<file path="config.mk">
export PLATFORM = sky130hd
export DESIGN_NAME = rtc_bcd_timekeeper
export DESIGN_NICKNAME = d
export VERILOG_FILES = /design/src/rtl/rtc_bcd_timekeeper.sv
export SDC_FILE = /design/constraint.sdc
export NUM_CORES = 1
export LEC_CHECK = 0
export ABC_AREA = 1
export CORE_MARGIN = 2
export CORE_UTILIZATION = 40
export CTS_CLUSTER_DIAMETER = 120
export DETAILED_ROUTE_END_ITERATION = 10
export PLACE_DENSITY = 0.67
export SETUP_SLACK_MARGIN = 0.05
export SKIP_CTS_REPAIR_TIMING = 1
export SLEW_MARGIN = 20
export SYNTH_ARGS = -nofsm -noshare
export SYNTH_HDL_FRONTEND = slang
export SYNTH_SLANG_ARGS = --single-unit
export TNS_END_PERCENT = 100
</file>
<file path="constraint.sdc">
create_clock -name clk -period 1.65 [get_ports clk]
set_input_delay 0.4125 -clock clk [delete_from_list [all_inputs] [get_ports clk]]
set_output_delay 0.4125 -clock clk [all_outputs]
set_load 0.05 [all_outputs]
</file>
<file path="src/rtl/rtc_bcd_timekeeper.sv">
// Time-of-day core: edge-detects a 1 Hz divider bit and keeps HH:MM:SS as six
// BCD digits in 24-hour format, with a button-driven set mode.
module rtc_bcd_timekeeper #(
    parameter logic [7:0] RESET_HH = 8'h12,
    parameter logic [7:0] RESET_MM = 8'h00,
    parameter logic [7:0] RESET_SS = 8'h00
) (
    input  logic       clk,
    input  logic       rst,
    input  logic       tick_src,
    input  logic       run,
    input  logic       set_en,
    input  logic       inc_hr,
    input  logic       inc_min,
    input  logic       clr_sec,
    output logic [3:0] sec_lo,
    output logic [3:0] sec_hi,
    output logic [3:0] min_lo,
    output logic [3:0] min_hi,
    output logic [3:0] hr_lo,
    output logic [3:0] hr_hi,
    output logic       sec_tick,
    output logic       min_carry,
    output logic       day_carry
);

    typedef struct packed {
        logic [3:0] hi;
        logic [3:0] lo;
    } bcd2_t;

    typedef enum logic [1:0] {
        MODE_PAUSE,
        MODE_COUNT,
        MODE_SET
    } mode_e;

    // True at the last legal value of a two-digit field (or beyond it, so an
    // out-of-range value is forced back to 00 instead of propagating).
    function automatic logic at_top(input bcd2_t v, input logic [3:0] hi_top,
                                    input logic [3:0] lo_top);
        return (v.hi > hi_top) || ((v.hi == hi_top) && (v.lo >= lo_top));
    endfunction

    function automatic bcd2_t bcd_inc(input bcd2_t v, input logic [3:0] hi_top,
                                      input logic [3:0] lo_top);
        bcd2_t r;
        if (at_top(v, hi_top, lo_top)) begin
            r = '0;
        end else if (v.lo >= 4'd9) begin
            r.hi = v.hi + 4'd1;
            r.lo = 4'd0;
        end else begin
            r.hi = v.hi;
            r.lo = v.lo + 4'd1;
        end
        return r;
    endfunction

    logic  tick_q, hr_q, min_q, clr_q;
    logic  tick_d, hr_d, min_d, clr_d;
    bcd2_t secs_q, mins_q, hours_q;
    bcd2_t secs_d, mins_d, hours_d;
    logic  sec_tick_q, min_carry_q, day_carry_q;
    logic  sec_tick_d, min_carry_d, day_carry_d;

    logic  sec_en, hr_edge, min_edge, clr_edge;
    mode_e mode;

    assign sec_en   = tick_src & ~tick_q;
    assign hr_edge  = inc_hr   & ~hr_q;
    assign min_edge = inc_min  & ~min_q;
    assign clr_edge = clr_sec  & ~clr_q;

    // Edge registers always track their inputs, whatever the mode.
    assign tick_d = tick_src;
    assign hr_d   = inc_hr;
    assign min_d  = inc_min;
    assign clr_d  = clr_sec;

    always_comb begin
        if (set_en)   mode = MODE_SET;
        else if (run) mode = MODE_COUNT;
        else          mode = MODE_PAUSE;
    end

    always_comb begin
        // NOTE: every always_comb output gets a default first so no path leaves it unassigned (no latch).
        secs_d      = secs_q;
        mins_d      = mins_q;
        hours_d     = hours_q;
        sec_tick_d  = sec_en;
        min_carry_d = 1'b0;
        day_carry_d = 1'b0;
        case (mode)
            MODE_COUNT: begin
                if (sec_en) begin
                    secs_d = bcd_inc(secs_q, 4'd5, 4'd9);
                    if (at_top(secs_q, 4'd5, 4'd9)) begin
                        min_carry_d = 1'b1;
                        mins_d      = bcd_inc(mins_q, 4'd5, 4'd9);
                        if (at_top(mins_q, 4'd5, 4'd9)) begin
                            hours_d = bcd_inc(hours_q, 4'd2, 4'd3);
                            if (at_top(hours_q, 4'd2, 4'd3)) day_carry_d = 1'b1;
                        end
                    end
                end
            end
            MODE_SET: begin
                // Each button edits its own field only; no carries out of set mode.
                if (min_edge) mins_d  = bcd_inc(mins_q, 4'd5, 4'd9);
                if (hr_edge)  hours_d = bcd_inc(hours_q, 4'd2, 4'd3);
                if (clr_edge) secs_d  = '0;
            end
            default: ;
        endcase
    end

    always_ff @(posedge clk) begin
        if (rst) begin
            // Edge registers capture the live input in reset, so a level already
            // high at release is never seen as a fresh edge.
            tick_q      <= tick_src;
            hr_q        <= inc_hr;
            min_q       <= inc_min;
            clr_q       <= clr_sec;
            secs_q      <= RESET_SS;
            mins_q      <= RESET_MM;
            hours_q     <= RESET_HH;
            sec_tick_q  <= 1'b0;
            min_carry_q <= 1'b0;
            day_carry_q <= 1'b0;
        end else begin
            // NOTE: non-blocking assignments so every flop samples pre-edge values.
            tick_q      <= tick_d;
            hr_q        <= hr_d;
            min_q       <= min_d;
            clr_q       <= clr_d;
            secs_q      <= secs_d;
            mins_q      <= mins_d;
            hours_q     <= hours_d;
            sec_tick_q  <= sec_tick_d;
            min_carry_q <= min_carry_d;
            day_carry_q <= day_carry_d;
        end
    end

    assign sec_lo    = secs_q.lo;
    assign sec_hi    = secs_q.hi;
    assign min_lo    = mins_q.lo;
    assign min_hi    = mins_q.hi;
    assign hr_lo     = hours_q.lo;
    assign hr_hi     = hours_q.hi;
    assign sec_tick  = sec_tick_q;
    assign min_carry = min_carry_q;
    assign day_carry = day_carry_q;

endmodule
</file>
---- After elaboration in Yosys (flattened, before gate mapping) ----
Cells that the tools add are included.
word-level totals
  flip-flop bits (word level) ............. 31
  output and inout port bits .............. 27
  input bits .............................. 8
operators by class
  mux-type cells .......................... 22
  bitwise operators ....................... 12
  $add $sub $neg .......................... 6
  reductions and logical operators ........ 13
  order comparisons ....................... 7
  equal/unequal tests ..................... 12
operators by type and width
  kind                                                                                 number
  8-bit 2-to-1 mux                                                                     15
  8-bit one-hot mux with 2 select lines                                                3
  4-bit by 1-bit adder with 4-bit output, second input constant                        6
  4-bit greater-or-equal comparator, second input constant                             3
  2-bit != test, second input constant                                                 6
  4-bit by 3-bit equality test with 1-bit output, second input constant                2
  4-bit by 3-bit greater-than comparator with 1-bit output, second input constant      2
  1-bit inverter                                                                       8
  4-bit AND reduction                                                                  2
  5-bit AND reduction                                                                  1
  5-bit OR reduction                                                                   1
  1-bit AND                                                                            4
  4-bit by 2-bit equality test with 1-bit output, second input constant                1
  4-bit by 2-bit greater-or-equal comparator with 1-bit output, second input constant  1
  4-bit by 2-bit greater-than comparator with 1-bit output, second input constant      1
  1-bit logical AND                                                                    3
  1-bit logical OR                                                                     3
  1-bit 2-to-1 mux                                                                     3
  3-bit != test, second input constant                                                 1
  3-bit AND reduction                                                                  1
  3-bit OR reduction                                                                   1
  2-bit by 1-bit equality test with 1-bit output, second input constant                1
  2-bit equality test, second input constant                                           1
  2-bit 2-to-1 mux                                                                     1
  2-bit nonzero test                                                                   1

---- Depth between registers and ports, before layout ----
Gate-level depths: netlist of run 1.
  depth in word-level cells ............... 8
  depth in mapped cells ................... 12
  depth with buffers taken out ............ 12

---- Worst setup path after synthesis of run 1 ----
OpenSTA, ideal clock, no wires.
  path type ............................... reg-to-reg
  start ................................... register mins_q, in the netlist min_hi[0]
  end ..................................... register hours_q, in the netlist hr_lo[1]
  setup time .............................. 118 ps
  setup slack ............................. -299 ps
  data arrival time ....................... 1,831 ps
  cell stages (with the launch flop) ...... 11
  required time ........................... 1,532 ps
  cell sequence ........................... dfxtp_1 -> inv_1 -> ha_1 -> inv_1 -> a21oi_1 -> nand2_1 -> nand2_2 -> a21oi_4 -> nand2_1 -> a21oi_1 -> nand2_1
on the way
  cells in the longest elaborated chain, start to end .. 5
RTL lines
  element                                                                                           line  source
  start, declared                                                                                   62    bcd2_t secs_q, mins_q, hours_q;
  start signal, assigned                                                                            140   mins_q <= mins_d;
  branches (longest 2 deep; another with 4-bit by 3-bit greater-than comparator with 1-bit output)  -
  1-bit logical OR *                                                                                42    return (v.hi > hi_top) || ((v.hi == hi_top) && (v.lo >= lo_top));
  2-bit != test (no source line) *                                                                  -
  5-bit AND reduction (no source line) *                                                            -
  end signal, assigned                                                                              141   hours_q <= hours_d;
  end, declared                                                                                     62
Mark *: on every way between the ends.
A chain may end at the register's enable or synchronous reset.

---- Worst setup path after layout of run 1 ----
  start ................................... input port tick_src
  end ..................................... register secs_q, in the netlist sec_hi[1]
on the way
  cells in the longest elaborated chain, start to end .. 3
RTL lines
  element                               line  source
  start, declared                       10    input logic tick_src,
  1-bit AND                             70    assign sec_en = tick_src & ~tick_q;
  2-bit != test (no source line)        -
  4-bit AND reduction (no source line)  -
  end signal, assigned                  139   secs_q <= secs_d;
  end, declared                         62
Every way passes these cells.

==> run metrics, run 1 <==
Antenna Nets Post-Route=0; CTS Buf Count=5; mapped cell area=1760 um2; EDFF count, synth=0; clk slew on worst S/H paths=70 ps; P_leak=1.33 nW; FILL cells=302; DRT iter0 DRCs=99; critical-path maximum fanout=5; Initial Utilization=41.0%; DRC errors left=0; reg2reg setup slack=40 ps; Core Region=4290 um2; Worst slew margin=70.6%; syn nets=256; largest area contributor in the netlist=dfxtp_1; max-slew violations=0; Overall Global Routing Usage=17.7%; worst path required time=1860 ps; clk_lat worst skew=290 ps; Final Hold Viols=0; Die Area=4950 um2; Synth Flop Type=dfxtp_1; fin crit share=99.3%; buffer depth of the longest clock path=2; DP Worst Slack=-235 ps; CP Data Arrival Time=1850 ps; Die Span Y=70.4 um; share of layout cells above drive strength 1=50.3%; setup ws final=11.9 ps; Synth cell types=29; DR WL/cell=13.1 um; min-delay worst type=reg2reg; Mapped Cells=231; Core Rows=24; post-synthesis sequential area ratio=35.2%; worst-margin pin slew=440 ps; H-tree levels=2; largest net degree at the start of global routing=16; Post-DP HPWL=3040 um; Final Util=70.9%; NumNets Final=330; Final min period=1640 ps; TritonCTS clock tree=built; DR vias/cell=4.92; aggregate global routing overflow=0; register bit total from synthesis=31; 1st-pass router iterations=4; Setup Skew=4.42 ps; vias in the first global route=1,588; MaxCap Viol Count=0; unrepaired setup endpoints after global routing=yes; initial antenna violation count=0; IO buf count=34; VDD IR max=0.383 mV; # diodes=0; fmax=0.610 GHz; ys async rst share=0%; first-pass GRT wire length=6950 um; Syn Area/Cell=7.63 um2; Area growth syn-to-layout=72.9%; status=completed; count of final setup violators=0; post-route setup TNS=0 ps; die width=70.4 um; type of destination of the critical path=register; Power Density=604 nW/um2; clk root buf=clkbuf_8; Post-synth top cells=inv_1 (37), nand2_1 (33), dfxtp_1 (31); Placer Congestion=0.831; clk sink count=31; DRT Wirelength=4690 um; share of the synthesized area in the top cell type=35.2%; crit start category=input pin; Area contributors post-synth=dfxtp_1 (35%), ha_1 (12%), inv_1 (7.9%); Top Ports=35; Crit Path Category=in2reg; final worst hold slack=489 ps; Synthesis Warnings=0; routed vias=1,763; count leader, synth=inv_1
through the flow:
stage / power, mW / instances / instance area, um2
after CTS: 1.79 / 338 / 2670
after floorplan: 0.983 / 231 / 1840
final: 1.84 / 358 / 3050
after global placement: 1.12 / 330 / 2570
after detailed placement: 1.12 / 330 / 2570
after global routing: 1.92 / 358 / 3050
logic make-up after synthesis:
kind of cell               after synthesis  synth area share [%]
xor gates and xnor gates                 8                  3.98
adders and majority gates               17                  12.1
and+or+nand+nor                        104                  28.8
AOI/OAI and AO/OA                       30                  10.2
buffers and inverters                   41                  9.66
DFF                                     31                  35.2
power by group:
group	internal, mW	total (mW)	switching [mW]
Sequential	0.763	0.785	0.0222
Combinational	0.178	0.385	0.208
Clock	0.381	0.671	0.290
layout by cell type, fill, tap and decap left out, types with 2 or more instances in the layout:
master and n:
dfxtp_1 12, inv_4 4, buf_4 35, nor3_1 6, clkbuf_8 7, inv_2 7
nand2_4 7, buf_12 24, nand2_2 10, a21oi_1 9, nand3_4 2, o21ai_1 5
nor2_2 6, nand4_1 7, a21oi_2 5, inv_1 27, nor2_1 19, nand3_1 12
dfxtp_4 8, ha_4 5, ha_2 4, xnor2_1 2, nand3_2 4, ha_1 8
nand2_1 25, buf_6 2, o21ai_0 4, clkdlybuf4s50_1 6, xor2_1 6, dfxtp_2 11
a21oi_4 3, nor2_4 2
worst paths after layout:
path | startpoint | end | cells past startpoint
max | tick_src | sec_hi[1] | 10
min | hr_lo[1] | hr_lo[1] | 2
max reg2reg | min_lo[0] | hr_hi[1] | 10
min reg2reg | hr_lo[1] | hr_lo[1] | 2
registers in the layout (all words and copies together) (netlist names):
signal / cells
clr_q: 1
min_carry: 1
sec_hi: 4
min_lo: 4
sec_tick: 1
hr_lo: 4
day_carry: 1
min_q: 1
min_hi: 4
sec_lo: 4
hr_hi: 4
tick_q: 1
hr_q: 1
layer usage:
metal / global-route usage [%] / vias up / wire [um]
met4: 7.05 / 0 / 102
met5: 0 / - / 0
met3: 4.47 / 7 / 170
met2: 30.8 / 43 / 2500
li1: - / 895 / -
met1: 20.5 / 818 / 1920
critical path, stage by stage:
cell             delay [ps]
clkdlybuf4s50_1         490
nand2_2                  90
nor3_2                  240
nor2_2                   70
inv_2                    80
o21ai_4                  70
clkbuf_2                150
inv_1                    60
nand2_1                  60
a21oi_1                 130
area by class of cell:
| type | count | area (um2) | share of cell area, % |
|---|---|---|---|
| clock buffer | 8 | 100 | 3.29 |
| inverter | 38 | 153 | 5.01 |
| multi-input combinational | 160 | 1220 | 40.1 |
| sequential | 31 | 664 | 21.8 |
| tap | 52 | 65.1 | 2.14 |
| timing repair buffer | 69 | 843 | 27.7 |
Note: power is estimated with default switching activity, not from simulation.
==> run 2, diff against run 1 <==
--- a/config.mk
+++ b/config.mk
@@ -13,7 +13,6 @@
 export PLACE_DENSITY = 0.67
 export SETUP_SLACK_MARGIN = 0.05
 export SKIP_CTS_REPAIR_TIMING = 1
-export SLEW_MARGIN = 20
 export SYNTH_ARGS = -nofsm -noshare
 export SYNTH_HDL_FRONTEND = slang
 export SYNTH_SLANG_ARGS = --single-unit
==> results of run 2 <==
Final layout, timing and power as in run 1 (identical DEF).
==> run 3, diff against run 2 <==
--- a/config.mk
+++ b/config.mk
@@ -6,10 +6,12 @@
 export NUM_CORES = 1
 export LEC_CHECK = 0
 export ABC_AREA = 1
+export CORE_ASPECT_RATIO = 0.7
 export CORE_MARGIN = 2
 export CORE_UTILIZATION = 40
 export CTS_CLUSTER_DIAMETER = 120
 export DETAILED_ROUTE_END_ITERATION = 10
+export MAX_ROUTING_LAYER = met4
 export PLACE_DENSITY = 0.67
 export SETUP_SLACK_MARGIN = 0.05
 export SKIP_CTS_REPAIR_TIMING = 1
==> run 3 against run 2 <==
  * Setup slack better by 30 ps
  * Largest power group unchanged
  * Global-route usage up 0.20 points
  * Hold slack better by 27 ps
  * Cell count down 0.28%
  * Largest cell class unchanged
  * Sequential power about the same
  * Design area down 0.82%
  * Core utilization down 0.34 points
  * Clock power down 15%
  * First-iteration DRC count down 43%
  * Via count down 2.9%
  * Non-clock buffer count down 3
  * Power down 5.1%
==> run metrics, run 3 (synthesized netlist as in run 1, its figures left out) <==
Antenna Nets Post-Route=0 (unchanged); IO buf count=34 (unchanged); Initial Utilization=41.2% (+0.14 points); clk root buf=clkbuf_8; worst path required time=1830 ps (-30 ps); MaxCap Viol Count=0 (unchanged); Comb pwr share=22.3% (+1.4 points); sw frac=29.1% (+0.87 points); hold path cells=2 (unchanged); largest net degree at the start of global routing=16 (unchanged); status=completed; unrepaired setup endpoints after global routing=yes; DRT Wirelength=4540 um (-3.3%); vias in the first global route=1,525 (-4.0%); final instance area=3020 um2 (-0.82%); DP Worst Slack=-220 ps (+14.7 ps); Top Ports=35 (unchanged); most frequent cells in the layout=buf_4 (33), nand2_1 (27), inv_1 (26); Die Span Y=59.5 um (-15%); Overall Global Routing Usage=17.9% (+0.20 points); most common cell after layout, fill and taps aside=buf_4; reg2reg end=hr_hi[1]; Die Area=4960 um2 (+0.17%); Core Region=4280 um2 (-0.35%); VDD IR max=0.365 mV (-4.7%); Power Density=578 nW/um2 (-4.4%); max-slew violations=0 (unchanged); aggregate global routing overflow=0 (unchanged); 1st-pass router iterations=4 (unchanged); Worst slew margin=80.9% (+10 points); die width=83.3 um (+18%); initial antenna violation count=0 (unchanged); Crit path top cell by count=nand2_2; max incr delay on CP=360 ps (-130 ps); Crit Path Category=reg2reg; CP max-delay cell=dfxtp_4; Setup Skew=5.57 ps (+1.15 ps); clock power share=32.6% (-3.8 points); FF-to-FF path depth=12 (+2); type of destination of the critical path=register; min-delay worst type=reg2reg; fin crit share=97.5% (-1.8 points); DR WL/cell=12.7 um (-3.0%); Core Rows=20 (-17%); critical-path maximum fanout=8 (+3); Int Pwr=1.24 mW (-6.3%); count of final setup violators=0 (unchanged); P_leak=1.32 nW (-0.90%); clk_lat worst skew=280 ps (about the same); setup ws final=41.8 ps (+29.9 ps); # diodes=0 (unchanged); CP Data Arrival Time=1790 ps (-60 ps); NumNets Final=326 (-1.2%); reg2reg start=sec_hi[1]; H-tree levels=2 (unchanged); clk slew on worst S/H paths=70 ps (about the same); first-pass GRT wire length=6820 um (-1.9%); crit start category=register; buffer depth of the longest clock path=2 (unchanged); HP Start=sec_hi[1]; Post-DP HPWL=3100 um (+2.0%); TritonCTS clock tree=built; worst hold path endpoint=sec_hi[1]; DRT iter0 DRCs=56 (-43%); Placer Congestion=0.852 (+2.6%); DRC errors left=0 (unchanged); routed vias=1,712 (-2.9%); reg2reg setup slack=40 ps (about the same); worst-margin pin slew=286 ps (-154 ps); clk sink count=31 (unchanged); Net Switching=0.508 mW (-2.2%); fmax=0.622 GHz (+1.9%); share of layout cells above drive strength 1=48.3% (-2.0 points); CTS Buf Count=5 (unchanged); Flop pwr share=45.1% (+2.5 points); Final min period=1610 ps (-29.9 ps); Cell Area, Placed=2620 um2 (+1.9%); Area growth syn-to-layout=71.4%; Final Hold Viols=0 (unchanged); DR vias/cell=4.80 (-2.6%); critical-path cell list=inv_4, ha_4, inv_2, nor2_2, nand3_2, nand2_2, nand2_4, nand2_8, buf_6, nand4_1, nand2_2, nor2_4
run 3: cell count changes in the layout (fill, tap and decap cells not counted), sizes merged:
cell / change
clkinv: +2
inv: -1
nand2: -1
clkbuf: -2
buf: -2
run 3: worst max path at each step:
stage	startpoint	endpoint	slack (ps)	depth (start not counted)
5_1_grt	sec_hi[1]	hr_hi[1]	-20	12
6_report	sec_hi[1]	hr_hi[1]	40	12
2_1_floorplan	min_lo[0]	hr_hi[1]	50	10
3_5_place_dp	set_en	sec_hi[2]	-220	8
4_1_cts	sec_hi[1]	min_hi[1]	-10	11
3_3_place_gp	tick_src	min_lo[1]	-200	8
run 3: power groups by stage:
stage / clock network [mW] / logic [mW] / registers (mW)
5_1_grt: 0.617 / 0.423 / 0.789
6_report: 0.569 / 0.390 / 0.787
3_3_place_gp: 0 / 0.333 / 0.798
3_5_place_dp: 0 / 0.333 / 0.799
4_1_cts: 0.588 / 0.335 / 0.782
2_1_floorplan: 0 / 0.126 / 0.857
run 3: per-layer routing:
layer | track usage, % | up-vias | routed length (um)
met3 | 4.32 | 4 | 160
met1 | 23.7 | 795 | 2200
li1 | - | 882 | -
met4 | 5.85 | 0 | 34
met5 | - | - | 0
met2 | 27.1 | 31 | 2140
run 3: per-stage QoR:
stage / utilization, % / power, mW / std cells / TNS [ps] / hold WS [ps]
CTS: 63.2 / 1.71 / 347 / -10.6 / 499
global route: 70.6 / 1.83 / 357 / -16.2 / 533
floorplan: - / 0.983 / 231 / 0 / 440
detailed placement: 61.3 / 1.13 / 339 / -3480 / 488
finish: 70.6 / 1.75 / 357 / 0 / 516
global placement: 61.3 / 1.13 / 339 / -2900 / 490
run 3: worst max-delay path: cells and delay by family (launching register included):
kind                       cells  cell delay [ps]
adders and majority gates      1              120
buffers and inverters          3              260
DFF                            1              360
and+or+nand+nor                8              770
run 3: layout make-up:
class | instances | area, um2
Clock inverter | 1 | 5.00
Sequential cell | 31 | 664
Multi-Input combinational cell | 159 | 1220
Timing Repair Buffer | 66 | 823
Fill cell | 320 | 1260
Tap cell | 55 | 68.8
Clock buffer | 7 | 76.3
Inverter | 38 | 158
